--- config.mk ---
export PLATFORM = sky130hd
export DESIGN_NAME = leaf_user_bridge_flat
export DESIGN_NICKNAME = d
export VERILOG_FILES = /design/src/rtl/leaf_user_bridge_pkg.sv /design/src/rtl/leaf_user_bridge_if.sv /design/src/rtl/leaf_user_bridge_chan_fifo.sv /design/src/rtl/leaf_user_bridge.sv /design/src/flat_wrapper.sv
export SDC_FILE = /design/constraint.sdc
export NUM_CORES = 1
export LEC_CHECK = 0
export BUFFER_PORTS_ARGS = -buffer_cell sky130_fd_sc_hd__buf_2
export CORE_MARGIN = 2
export CORE_UTILIZATION = 51
export DETAILED_ROUTE_END_ITERATION = 10
export HOLD_SLACK_MARGIN = 0.05
export PLACE_DENSITY = 0.75
export SKIP_CTS_REPAIR_TIMING = 1
export SLEW_MARGIN = 20
export SYNTH_ARGS = -nofsm -noshare
export SYNTH_HDL_FRONTEND = slang
export SYNTH_SLANG_ARGS = --single-unit
--- constraint.sdc ---
create_clock -name clk_user -period 3.9 [get_ports clk_user]
set_input_delay 0.585 -clock clk_user [delete_from_list [all_inputs] [get_ports clk_user]]
set_output_delay 0.585 -clock clk_user [all_outputs]
set_load 0.03 [all_outputs]
--- src/rtl/leaf_user_bridge_pkg.sv ---
// Shared types and helpers for the leaf user-side bridge.
package leaf_bridge_pkg;

  typedef enum logic [0:0] {
    RST_WAIT = 1'b0,
    RUN      = 1'b1
  } seq_state_e;

  localparam int START_ALWAYS = 0;
  localparam int START_GATED  = 1;

  // Ceiling log2 with a fixed loop bound so it elaborates as a constant.
  function automatic int clog2(input int value);
    int r;
    r = 0;
    for (int i = 0; i < 31; i++) begin
      if ((1 << i) < value) r = i + 1;
    end
    return r;
  endfunction

endpackage

--- src/rtl/leaf_user_bridge_if.sv ---
// Stream bundle between leaf_interface, the bridge and the HLS operator.
// master is the bridge's view; slave is the view of everything around it.
interface leaf_user_bridge_if #(
  parameter int PAYLOAD_BITS = 32,
  parameter int N_IN         = 1,
  parameter int N_OUT        = 2
);
  logic [N_IN*PAYLOAD_BITS-1:0]  din_if_data;
  logic [N_IN-1:0]               din_if_vld;
  logic [N_IN-1:0]               din_if_ack;
  logic [N_IN*PAYLOAD_BITS-1:0]  dout_op_data;
  logic [N_IN-1:0]               dout_op_vld;
  logic [N_IN-1:0]               dout_op_ack;
  logic [N_OUT*PAYLOAD_BITS-1:0] din_op_data;
  logic [N_OUT-1:0]              din_op_vld;
  logic [N_OUT-1:0]              din_op_ack;
  logic [N_OUT*PAYLOAD_BITS-1:0] dout_if_data;
  logic [N_OUT-1:0]              dout_if_vld;
  logic [N_OUT-1:0]              dout_if_ack;

  modport master (
    input  din_if_data, din_if_vld, dout_op_ack, din_op_data, din_op_vld, dout_if_ack,
    output din_if_ack, dout_op_data, dout_op_vld, din_op_ack, dout_if_data, dout_if_vld
  );

  modport slave (
    output din_if_data, din_if_vld, dout_op_ack, din_op_data, din_op_vld, dout_if_ack,
    input  din_if_ack, dout_op_data, dout_op_vld, din_op_ack, dout_if_data, dout_if_vld
  );
endinterface

--- src/rtl/leaf_user_bridge_chan_fifo.sv ---
// One elastic channel: FWFT FIFO with registered-only ack and a write counter.
module leaf_chan_fifo
  import leaf_bridge_pkg::*;
#(
  parameter int PAYLOAD_BITS = 32,
  parameter int DEPTH        = 4,
  parameter int CNT_BITS     = 16
) (
  input  logic                    i_clk,
  input  logic                    i_rst,
  input  logic [PAYLOAD_BITS-1:0] i_wr_data,
  input  logic                    i_wr_vld,
  output logic                    o_wr_ack,
  output logic [PAYLOAD_BITS-1:0] o_rd_data,
  output logic                    o_rd_vld,
  input  logic                    i_rd_ack,
  output logic [CNT_BITS-1:0]     o_cnt
);
  localparam int AW = clog2(DEPTH);
  localparam logic [AW:0]         PTR_ONE = 1;
  localparam logic [CNT_BITS-1:0] CNT_ONE = 1;

  logic [AW:0]             r_wr_ptr;
  logic [AW:0]             r_rd_ptr;
  logic [PAYLOAD_BITS-1:0] r_mem [DEPTH];
  logic [CNT_BITS-1:0]     r_cnt;
  logic                    w_full;
  logic                    w_empty;
  logic                    w_push;
  logic                    w_pop;

  // Extra pointer bit separates full from empty when the index bits match.
  assign w_full  = (r_wr_ptr[AW] != r_rd_ptr[AW]) && (r_wr_ptr[AW-1:0] == r_rd_ptr[AW-1:0]);
  assign w_empty = (r_wr_ptr == r_rd_ptr);

  // Ack looks only at stored state, so a pop never frees room in the same cycle.
  assign o_wr_ack  = !w_full && !i_rst;
  assign w_push    = i_wr_vld && o_wr_ack;
  assign o_rd_vld  = !w_empty;
  assign w_pop     = o_rd_vld && i_rd_ack;
  assign o_rd_data = r_mem[r_rd_ptr[AW-1:0]];
  assign o_cnt     = r_cnt;

  // Pointer and counter update; reset discards anything still queued.
  always_ff @(posedge i_clk) begin
    if (i_rst) begin
      r_wr_ptr <= '0;
      r_rd_ptr <= '0;
      r_cnt    <= '0;
    end else begin
      if (w_push) begin
        r_wr_ptr <= r_wr_ptr + PTR_ONE;
        r_cnt    <= r_cnt + CNT_ONE;
      end
      if (w_pop) r_rd_ptr <= r_rd_ptr + PTR_ONE;
    end
  end

  // Storage write; no reset needed because the pointers gate visibility.
  always_ff @(posedge i_clk) begin
    if (w_push) r_mem[r_wr_ptr[AW-1:0]] <= i_wr_data;
  end

endmodule

--- src/rtl/leaf_user_bridge.sv ---
// Elastic adapter between leaf_interface user ports and HLS ap_vld/ap_ack streams.
//
// state    | meaning
// RST_WAIT | delay timer running after reset; ap_start held low
// RUN      | operator may start (always, or gated on all inputs holding data)
module leaf_user_bridge
  import leaf_bridge_pkg::*;
#(
  parameter int PAYLOAD_BITS = 32,
  parameter int N_IN         = 1,
  parameter int N_OUT        = 2,
  parameter int DEPTH        = 4,
  parameter int START_MODE   = 0,
  parameter int START_DELAY  = 8,
  parameter int CNT_BITS     = 16
) (
  input  logic                               clk_user,
  input  logic                               reset,
  leaf_user_bridge_if.master                 bus,
  output logic                               ap_start,
  output logic [(N_IN+N_OUT)*CNT_BITS-1:0]   xfer_cnt
);
  localparam logic [0:0] ST_RST_WAIT = RST_WAIT;
  localparam logic [0:0] ST_RUN      = RUN;
  localparam logic [7:0] DELAY_INIT  = 8'(START_DELAY);

  logic [N_IN-1:0]               w_in_ack;
  logic [N_IN-1:0]               w_in_vld;
  logic [N_IN*PAYLOAD_BITS-1:0]  w_in_data;
  logic [N_OUT-1:0]              w_out_ack;
  logic [N_OUT-1:0]              w_out_vld;
  logic [N_OUT*PAYLOAD_BITS-1:0] w_out_data;

  logic [0:0] r_state;
  logic [7:0] r_delay;
  logic       r_ap_start;

  for (genvar i = 0; i < N_IN; i++) begin : g_in
    leaf_chan_fifo #(
      .PAYLOAD_BITS(PAYLOAD_BITS), .DEPTH(DEPTH), .CNT_BITS(CNT_BITS)
    ) u_fifo (
      .i_clk     (clk_user),
      .i_rst     (reset),
      .i_wr_data (bus.din_if_data[i*PAYLOAD_BITS +: PAYLOAD_BITS]),
      .i_wr_vld  (bus.din_if_vld[i]),
      .o_wr_ack  (w_in_ack[i]),
      .o_rd_data (w_in_data[i*PAYLOAD_BITS +: PAYLOAD_BITS]),
      .o_rd_vld  (w_in_vld[i]),
      .i_rd_ack  (bus.dout_op_ack[i]),
      .o_cnt     (xfer_cnt[i*CNT_BITS +: CNT_BITS])
    );
  end

  for (genvar j = 0; j < N_OUT; j++) begin : g_out
    leaf_chan_fifo #(
      .PAYLOAD_BITS(PAYLOAD_BITS), .DEPTH(DEPTH), .CNT_BITS(CNT_BITS)
    ) u_fifo (
      .i_clk     (clk_user),
      .i_rst     (reset),
      .i_wr_data (bus.din_op_data[j*PAYLOAD_BITS +: PAYLOAD_BITS]),
      .i_wr_vld  (bus.din_op_vld[j]),
      .o_wr_ack  (w_out_ack[j]),
      .o_rd_data (w_out_data[j*PAYLOAD_BITS +: PAYLOAD_BITS]),
      .o_rd_vld  (w_out_vld[j]),
      .i_rd_ack  (bus.dout_if_ack[j]),
      .o_cnt     (xfer_cnt[(N_IN+j)*CNT_BITS +: CNT_BITS])
    );
  end

  assign bus.din_if_ack   = w_in_ack;
  assign bus.dout_op_vld  = w_in_vld;
  assign bus.dout_op_data = w_in_data;
  assign bus.din_op_ack   = w_out_ack;
  assign bus.dout_if_vld  = w_out_vld;
  assign bus.dout_if_data = w_out_data;

  // Start sequencer: down-count the delay, then hold RUN until the next reset.
  always_ff @(posedge clk_user) begin
    if (reset) begin
      r_state    <= ST_RST_WAIT;
      r_delay    <= DELAY_INIT;
      r_ap_start <= 1'b0;
    end else begin
      if (r_state == ST_RST_WAIT) begin
        if (r_delay <= 8'd1) r_state <= ST_RUN;
        else                 r_delay <= r_delay - 8'd1;
      end
      r_ap_start <= (r_state == ST_RUN) && (&w_in_vld);
    end
  end

  assign ap_start = (START_MODE == START_GATED) ? r_ap_start : (r_state == ST_RUN);

endmodule

--- src/flat_wrapper.sv ---
// flat-port wrapper written by rule: the top's interface ports become plain ports
module leaf_user_bridge_flat import leaf_bridge_pkg::*;
#(
  parameter int PAYLOAD_BITS = 32,
  parameter int N_IN         = 1,
  parameter int N_OUT        = 2,
  parameter int DEPTH        = 4,
  parameter int START_MODE   = 0,
  parameter int START_DELAY  = 8,
  parameter int CNT_BITS     = 16
)
  (clk_user, reset, ap_start, xfer_cnt, bus_din_if_data, bus_din_if_vld, bus_dout_op_ack, bus_din_op_data, bus_din_op_vld, bus_dout_if_ack, bus_din_if_ack, bus_dout_op_data, bus_dout_op_vld, bus_din_op_ack, bus_dout_if_data, bus_dout_if_vld);
  leaf_user_bridge_if #(.PAYLOAD_BITS(PAYLOAD_BITS), .N_IN(N_IN), .N_OUT(N_OUT)) bus_i ();
  input  logic clk_user;
  input  logic reset;
  output logic ap_start;
  output logic [(N_IN+N_OUT)*CNT_BITS-1:0] xfer_cnt;
  input wire logic [$bits(bus_i.din_if_data)-1:0] bus_din_if_data;
  input wire logic [$bits(bus_i.din_if_vld)-1:0] bus_din_if_vld;
  input wire logic [$bits(bus_i.dout_op_ack)-1:0] bus_dout_op_ack;
  input wire logic [$bits(bus_i.din_op_data)-1:0] bus_din_op_data;
  input wire logic [$bits(bus_i.din_op_vld)-1:0] bus_din_op_vld;
  input wire logic [$bits(bus_i.dout_if_ack)-1:0] bus_dout_if_ack;
  output wire logic [$bits(bus_i.din_if_ack)-1:0] bus_din_if_ack;
  output wire logic [$bits(bus_i.dout_op_data)-1:0] bus_dout_op_data;
  output wire logic [$bits(bus_i.dout_op_vld)-1:0] bus_dout_op_vld;
  output wire logic [$bits(bus_i.din_op_ack)-1:0] bus_din_op_ack;
  output wire logic [$bits(bus_i.dout_if_data)-1:0] bus_dout_if_data;
  output wire logic [$bits(bus_i.dout_if_vld)-1:0] bus_dout_if_vld;
  assign bus_i.din_if_data = bus_din_if_data;
  assign bus_i.din_if_vld = bus_din_if_vld;
  assign bus_i.dout_op_ack = bus_dout_op_ack;
  assign bus_i.din_op_data = bus_din_op_data;
  assign bus_i.din_op_vld = bus_din_op_vld;
  assign bus_i.dout_if_ack = bus_dout_if_ack;
  assign bus_din_if_ack = bus_i.din_if_ack;
  assign bus_dout_op_data = bus_i.dout_op_data;
  assign bus_dout_op_vld = bus_i.dout_op_vld;
  assign bus_din_op_ack = bus_i.din_op_ack;
  assign bus_dout_if_data = bus_i.dout_if_data;
  assign bus_dout_if_vld = bus_i.dout_if_vld;
  leaf_user_bridge #(.PAYLOAD_BITS(PAYLOAD_BITS), .N_IN(N_IN), .N_OUT(N_OUT), .DEPTH(DEPTH), .START_MODE(START_MODE), .START_DELAY(START_DELAY), .CNT_BITS(CNT_BITS)) u_core (.clk_user(clk_user), .reset(reset), .bus(bus_i), .ap_start(ap_start), .xfer_cnt(xfer_cnt));
endmodule
# == Word-level counts from Yosys, hierarchy flattened ==
# Memories as Yosys holds them, arrays and structs flattened. A register that Yosys moved wholly into a read port is not among the register bits.
# Index checks and enable logic that the tools add are counted.
# Widths: inputs -> output; s select.
# totals
in_bits,104
n_memories,3
reg_bits,75
mem_bits_rw,384
# memory_table
name,words,width,read_ports,rd_ports_with_merged_regs,write_ports,line_no,rtl
u_core.g_in[0].u_fifo.r_mem,4,32,1,1,1,leaf_user_bridge_chan_fifo.sv:25,logic [PAYLOAD_BITS-1:0] r_mem [DEPTH];
u_core.g_out[0].u_fifo.r_mem,4,32,1,1,1,leaf_user_bridge_chan_fifo.sv:25,
u_core.g_out[1].u_fifo.r_mem,4,32,1,1,1,leaf_user_bridge_chan_fifo.sv:25,
# op_classes
eq_ne,9
magnitude_cmp,1
reduce_logical,20
n_mux,14
n_addsub,10
n_bitwise,2
# op_table
cell,count
$add 16x1->16 const B,3
$add 3x1->3 const B,6
$logic_and 1x1->1,12
$mux 2,6
$eq 3x3->1,3
$le 8x1->1 const B,1
$mux 1,8
$sub 8x1->8 const B,1
$logic_not 1->1,7
$eq 2x2->1,3
$ne 1x1->1,3
$not 1->1,2
$reduce_and 2->1,1

# == Longest topological paths before layout ==
# Gate-level depths: netlist of the first run.
# depth
word_depth,7
depth_mapped,6
depth_no_buf,6

# == Modules after synthesis ==
# Synthesis of the first run repeated with hierarchy kept, for this count alone.
# hier_totals
cells_unflattened,942
area_unflattened_um2,18094.9
# by_module_without_submodules
mod,n_inst,area_each_um2,seq_area_each_um2,cells_each
leaf_chan_fifo,3,5865.6,4324.1,296
leaf_user_bridge,1,498.0,180.2,54

# == Worst setup path before layout of the first run ==
# OpenSTA, ideal clock, no wires.
# synth_timing
path_type,register to register
from,reg u_core.g_out[1].u_fifo.r_wr_ptr[1]
to,"mem u_core.g_out[1].u_fifo.r_mem[1][0], enable pin"
stages_incl_launch_ff,6
arrival_time_ns,3.536
path_buffers,2
setup_ns,0.468
setup_slack_ns,-0.104
t_required_ns,3.432
cell_sequence,dfxtp_1 > xor2_1 > o31ai_2 > buf_2 > buf_4 > nor3b_1
# synth_via
elab_chain_len,7
# synth_lines
item,line_no,rtl
start: declaration,leaf_user_bridge_chan_fifo.sv:23,logic [AW:0] r_wr_ptr;
start signal: assignment,leaf_user_bridge_chan_fifo.sv:52,r_wr_ptr <= r_wr_ptr + PTR_ONE;
$eq 2x2->1,leaf_user_bridge_chan_fifo.sv:33,assign w_full = (r_wr_ptr[AW] != r_rd_ptr[AW]) && (r_wr_ptr[AW-1:0] == r_rd_ptr[AW-1:0]);
$logic_and 1x1->1,leaf_user_bridge_chan_fifo.sv:33,
$logic_not 1->1,leaf_user_bridge_chan_fifo.sv:37,assign o_wr_ack = !w_full && !i_rst;
$logic_and 1x1->1,leaf_user_bridge_chan_fifo.sv:37,
$logic_and 1x1->1,leaf_user_bridge_chan_fifo.sv:38,assign w_push = i_wr_vld && o_wr_ack;
$mux 1,leaf_user_bridge_chan_fifo.sv:61,if (w_push) r_mem[r_wr_ptr[AW-1:0]] <= i_wr_data;
$mux 1 (implied by the code),leaf_user_bridge_chan_fifo.sv:61,
end: declaration,leaf_user_bridge_chan_fifo.sv:25,
# Several ways; a longest one is shown, not always the timed one.

==> impl_results.md, run 1 <==
- CTS tree: done
- Global-route wire length before repair: 52.9 mm
- HP Class: primary input to flop
- GRT Total Usage: between 10% and 20%
- Count of input and output buffers: 254
- Synth warn: 0
- Synth async-reset ratio: 0%
- Worst setup SP type: flop
- Vias in the first global route: 9,585
- Final instance area: 0.0213 mm²
- Post-place setup slack: 1470 ps
- Number of antenna violations at the first check in global routing: 5
- H-tree levels: 2
- Post-Synth Adder-Cell Area: 1.40%
- Area fraction in compound gates after synthesis: 3.68%
- DRT iter0 DRCs: 522
- Largest area contributor in the netlist: edfxtp_1
- Total Die Area: 0.0365 mm²
- Worst hold path startpoint: bus_din_if_data[11]
- Site Rows: 68
- Mapped Cells: 951
- Top_reg_cell synth: edfxtp_1
- Buf/Inv on CP: 2
- Met3 Wirelength: 2.32 mm
- CTS clk-pin slew, worst paths: 60 ps
- Slew HR: 37.3%
- Final min period: 2920 ps
- Yosys top cell area share: about 65%
- # setup viols final: 0
- CTS Sinks: around 470
- CTS Buffer Depth: 3
- Post-synthesis xor/xnor area fraction: 1.99%
- Number of I/O pins: between 200 and 300
- Via total after detailed routing: 9,563
- Top Metal Used: met5
- # DRC: 0
- Footprint of the multi-input gates: 0.00448 mm²
- Drt pass-1 iters: 5
- Crit path max fanout: 19
- RSZ-0062 raised after global routing: false
- Peak VDD IR: 0.000654 V
- Number of flops mapped to enable cells by yosys: between 300 and 400
- Root buffer cell: clkbuf_16
- WL per Instance: between 20 and 25 µm
- Netlist cell types: 50
- WS Path Type: flop to primary output
- Worst Slack Setup Final: 980 ps
- DIE WIDTH: between 150 and 200 µm
- Crit path max-delay family: flip-flops
- Clk_lat worst skew: 550 ps
- Routed Antenna Nets: 0
- Crit. End Element: primary output
- CTS Buf Count: 46
- Final nets: between 1,000 and 1,500
- Critical Path Max Stage Delay: 750 ps
- PwrDens: 571 mW/mm²
- FF-to-FF Start: u_core.g_in[0].u_fifo.r_wr_ptr[1]
- Placeable Area: 0.0345 mm²
- DP Area: 0.0197 mm²
- Post-Synth Simple-Gate Area: 4.82%
- Hold WS: ~240 ps
- Mapped cell area: ~0.018 mm²
- Initial Utilization: 51.7%
- Share of cells above drive strength 1: between 30 and 40%
- F_max: roughly 340 MHz
- Die H: 191 µm
- Outcome: finished, final reports clean
- Top cells by area, synth: edfxtp_1 65%, mux4_2 12%, dfxtp_1 9.1%
- Largest net degree at the start of global routing: 50
- Final period utilization: about three quarters
- Slowest CP cell: dfxtp_2
- Post-synth net total: 1,075
- DR WL met2: ~18 mm
- Worst path arrival time: 2340 ps
- Syn_area_per_cell: 18.8 µm²
- Leakage power: about 7.4 nW
- Mux cell area share after synthesis: 12.9%
- Post-Route WL: about 35 mm
- Crit-path cells: buf_4 -> mux4_2 -> buf_2
- Met1 WL: between 10 and 15 mm
- Area Growth Syn to Fin: 19.0%
- Filler cell count: between 2,000 and 3,000
- Largest family of logic cells by synthesized area: multiplexers
- Maxcap violations: 0
- Via-to-Cell Ratio: 5.54
- Top post-synthesis cells by count: 384 x edfxtp_1, 96 x mux4_2, 81 x dfxtp_1, 42 x nor2_1, 35 x a21oi_1
- Post-DP HPWL: 21.5 mm
- WP data required: 3310 ps
- Count of pins over their slew limit: 0
- Synthesis-stage register bit count: 465
- Post-synthesis sequential area ratio: 73.7%
- GR Overflow Total: 0
- Worst-margin pin slew: a little over 900 ps
- Routability Congestion: 0.783
- Final hold vios: 0
- Final Skew: 20.6 ps
- Register area: roughly 0.013 mm²
- Top-count cell post-synth: edfxtp_1
sequential cells by signal, indices dropped and copies added (netlist names), named ones only:
signal,flops
u_core.ap_start,1
u_core.g_in.u_fifo.o_cnt,16
u_core.g_in.u_fifo.r_mem,128
u_core.g_in.u_fifo.r_rd_ptr,3
u_core.g_in.u_fifo.r_wr_ptr,3
u_core.g_out.u_fifo.o_cnt,32
u_core.g_out.u_fifo.r_mem,256
u_core.g_out.u_fifo.r_rd_ptr,6
u_core.g_out.u_fifo.r_wr_ptr,6
u_core.r_delay,8
power by group:
| group | switching, mW | internal [mW] |
|---|---|---|
| combinational | 1.27 | 0.790 |
| sequential | 0.134 | 5.57 |
| clock | 1.79 | 2.59 |
cell families after synthesis:
group / count (synthesis)
fa+ha+maj: 20
compound gates: 99
flops: 465
xor+xnor: 38
buf+inv: 64
mux: 109
simple gates: 156
worst reg2reg max path, cell delays in order, from the launching register on:
cell and delay (ps):
dfxtp_1 420, xor2_1 380, o311a_1 430, and2_1 230, buf_4 430
placed cells by master, fill, tap and decap left out, types with 4 or more instances in the layout:
master	count
mux4_2	96
clkbuf_16	47
o311ai_0	8
bufinv_16	5
or3_1	18
or4_1	18
nor2b_1	5
buf_2	254
nor3b_2	7
o31ai_1	22
clkinv_1	7
and2_1	5
nor4_1	5
nand3_1	14
nor2_1	42
nand4_1	8
mux2i_1	8
clkinv_2	9
o21ai_0	17
xnor2_1	14
buf_4	24
inv_1	19
clkbuf_1	10
ha_1	20
xor2_1	21
nand2_1	18
mux2_2	5
edfxtp_1	384
dfxtp_1	78
diode_2	4
and4_1	4
a21oi_1	35
per-layer routing:
metal / up-vias / GRT usage (%)
li1: 4408 / -
met1: 4823 / 24.6
met2: 275 / 31.5
met3: 53 / 4.66
met4: 4 / 5.62
met5: - / 0
cell type report:
cell class                 count  share of cell area [%]
tap                          455                    2.68
inverter                      19                   0.336
sequential                   465                    61.9
multi-input combinational    422                    21.1
clock inverter                25                    1.29
timing repair buffer         278                    6.83
antenna                        4                  0.0471
clock buffer                  59                    5.84
stage by stage:
step | cells | utilization, % | TNS, ps | power [mW]
after detailed placement | 1639 | 57.1 | 0 | 7.88
after global placement | 1639 | 57.1 | 0 | 7.85
after floorplan | 951 | - | -9510 | 7.31
after global routing | 1725 | 61.5 | 0 | 12.6
final | 1727 | 61.5 | 0 | 12.1
after CTS | 1723 | 61.5 | 0 | 12.3
final timing paths:
kind              slack (ps)                                  to  cells after the start
hold reg to reg          480     u_core.g_in[0].u_fifo.o_cnt[15]                      2
hold / removal           240  u_core.g_in[0].u_fifo.r_mem[3][11]                      1
setup / recovery         980                bus_dout_if_data[20]                      3
setup reg to reg        1640  u_core.g_in[0].u_fifo.r_mem[3][29]                      4
Note: power is estimated with default switching activity, not from simulation.
==> run 2: changes to the inputs <==
--- a/config.mk
+++ b/config.mk
@@ -7,10 +7,10 @@
 export LEC_CHECK = 0
 export BUFFER_PORTS_ARGS = -buffer_cell sky130_fd_sc_hd__buf_2
 export CORE_MARGIN = 2
-export CORE_UTILIZATION = 51
+export CORE_UTILIZATION = 57
 export DETAILED_ROUTE_END_ITERATION = 10
 export HOLD_SLACK_MARGIN = 0.05
-export PLACE_DENSITY = 0.75
+export PLACE_DENSITY = 0.79
 export SKIP_CTS_REPAIR_TIMING = 1
 export SLEW_MARGIN = 20
 export SYNTH_ARGS = -nofsm -noshare
==> constraint.sdc (replaced) <==
create_clock -name clk_user -period 2.73 [get_ports clk_user]
set_input_delay 0.4095 -clock clk_user [delete_from_list [all_inputs] [get_ports clk_user]]
set_output_delay 0.4095 -clock clk_user [all_outputs]
set_load 0.03 [all_outputs]
==> impl_results.md, run 2 (synthesis results as in run 1) <==
- Worst path arrival time: 2120 ps (was 2340 ps)
- Vias in the first global route: 9,983 (was 9,585)
- Buf/Inv on CP: 2 (unchanged)
- Overall power: 17.0 mW (was 12.1 mW)
- Slew HR: 42.8% (was 37.3%)
- Site Rows: 64 (was 68)
- Maxcap violations: 0 (unchanged)
- Largest register FFs: 256 (unchanged)
- P_int: 12.4 mW (was 8.95 mW)
- Final nets: 1,358 (was 1,356)
- Crit path max fanout: 23 (was 19)
- Hold WS: 77.1 ps (was 244 ps)
- Final instance area: 0.0212 mm² (was 0.0213 mm²)
- CTS Buffer Depth: 3 (unchanged)
- Drt pass-1 iters: 5 (unchanged)
- Global-route wire length before repair: 55.2 mm (was 52.9 mm)
- Area Growth Syn to Fin: 18.8% (was 19.0%)
- CTS Buf Count: 46 (unchanged)
- H-tree levels: 2 (unchanged)
- Largest net degree at the start of global routing: 38 (was 50)
- CTS Sinks: 465 (unchanged)
- # setup viols final: 0 (unchanged)
- Crit-path cells: buf_12 -> mux4_2 -> buf_2 (was buf_4 -> mux4_2 -> buf_2)
- Most frequent cells in the layout: 384 x edfxtp_1, 253 x buf_2, 96 x mux4_2 (was 384 x edfxtp_1, 254 x buf_2, 96 x mux4_2)
- Number of I/O pins: 255 (unchanged)
- Final Skew: 13.5 ps (was 20.6 ps)
- Placeable Area: 0.0307 mm² (was 0.0345 mm²)
- Final min period: 2530 ps
- WL per Instance: 21.1 µm (was 20.1 µm)
- DP Area: 0.0198 mm² (was 0.0197 mm²)
- Die H: 181 µm (was 191 µm)
- Post-DP HPWL: 21.6 mm (was 21.5 mm)
- Root buffer cell: clkbuf_16 (unchanged)
- WP data required: 2320 ps (was 3310 ps)
- Slowest CP cell: dfxtp_2 (unchanged)
- RSZ-0062 raised after global routing: false (unchanged)
- # DRC: 0 (unchanged)
- Routed Antenna Nets: 0 (unchanged)
- Share of cells above drive strength 1: 37.2% (was 37.1%)
- Post-Route WL: 35.1 mm (was 34.7 mm)
- Via-to-Cell Ratio: 5.82 (was 5.54)
- GRT Total Usage: 21.6% (was 18.9%)
- Clk pwr share: 34.5% (was 36.1%)
- Crit path max-delay family: flip-flops (unchanged)
- Via total after detailed routing: 9,707 (was 9,563)
- CTS clk-pin slew, worst paths: 60 ps (about the same)
- CTS tree: done (unchanged)
- DRT iter0 DRCs: 725 (was 522)
- Worst Slack Setup Final: 202 ps (was 980 ps)
- Peak VDD IR: 0.000792 V (was 0.000654 V)
- PwrDens: 801 mW/mm² (was 571 mW/mm²)
- GR Overflow Total: 0 (unchanged)
- Most common cell after layout, fill and taps aside: edfxtp_1 (unchanged)
- Sw Ratio: 26.8% (was 26.3%)
- Outcome: finished, final reports clean (unchanged)
- Number of antenna violations at the first check in global routing: 6 (was 5)
- F_max: 396 MHz
- Initial Utilization: 58.1% (was 51.7%)
- Worst setup SP type: flop (unchanged)
- Routability Congestion: 0.776 (was 0.783)
- Clk_lat worst skew: 530 ps (was 550 ps)
- Final period utilization: 92.6%
- WS Path Type: flop to primary output (unchanged)
- Switch Pwr: 4.55 mW (was 3.19 mW)
- Leakage power: 7.36 nW (about the same)
- Count of input and output buffers: 254 (unchanged)
- Critical Path Max Stage Delay: 560 ps (was 750 ps)
- Logic pwr share: 17.7% (was 16.9%)
- Seq pwr share: 47.8% (was 47.0%)
- Post-place setup slack: 650 ps (was 1470 ps)
- Final hold vios: 0 (unchanged)
- Setup_tns: 0 ps (unchanged)
- DIE WIDTH: 181 µm (was 191 µm)
- Total Die Area: 0.0328 mm² (was 0.0365 mm²)
- HP Class: primary input to flop (unchanged)
- Worst-margin pin slew: 853 ps (was 935 ps)
- Count of pins over their slew limit: 0 (unchanged)
- Crit. End Element: primary output (unchanged)
-- run 2: changes by cell type in the layout (fill, tap and decap cells not counted), sizes merged --
cell      delta
clkbuf       +1
buf          +2
inv          +2
clkinvlp     +1
diode        -3
bufinv       -4
-- run 2: through the flow --
step	utilization, %	cells
6_report	69.0	1667
5_1_grt	69.0	1667
4_1_cts	69.0	1666
3_5_place_dp	64.4	1582
3_3_place_gp	64.4	1582
2_1_floorplan	-	951
-- run 2: path summary, 6_finish.rpt --
kind                                 startpoint                             endpoint  slack (ps)  cells after the start
min reg2reg     u_core.g_in[0].u_fifo.o_cnt[15]      u_core.g_in[0].u_fifo.o_cnt[15]         490                      2
min                         bus_din_op_data[28]  u_core.g_out[0].u_fifo.r_mem[1][28]          80                      1
max                                        flop                 bus_dout_op_data[30]         200                      3
max reg2reg  u_core.g_out[1].u_fifo.r_wr_ptr[1]     u_core.g_out[1].u_fifo.o_cnt[15]         650                      5
-- run 2: layer usage --
layer	wire length [µm]	GRT usage (%)
met4	457	4.39
met2	17900	37.4
met3	2770	6.07
met5	70	0
met1	13900	27.7
-- run 2: layout make-up --
type / count / area [µm²]
Antenna cell: 1 / 2.50
Clock buffer: 60 / 1240
Clock inverter: 24 / 171
Fill cell: 1980 / 9540
Inverter: 19 / 71.3
Multi-Input combinational cell: 422 / 4500
Sequential cell: 465 / 13200
Tap cell: 396 / 495
Timing Repair Buffer: 280 / 1570
-- run 2: power groups by stage --
stage / logic, mW / clock network (mW) / registers [mW]
2_1_floorplan: 2.20 / 0 / 8.24
3_3_place_gp: 2.98 / 0 / 8.25
3_5_place_dp: 3.02 / 0 / 8.27
4_1_cts: 3.05 / 5.98 / 8.12
5_1_grt: 3.21 / 6.25 / 8.15
6_report: 3.01 / 5.86 / 8.12
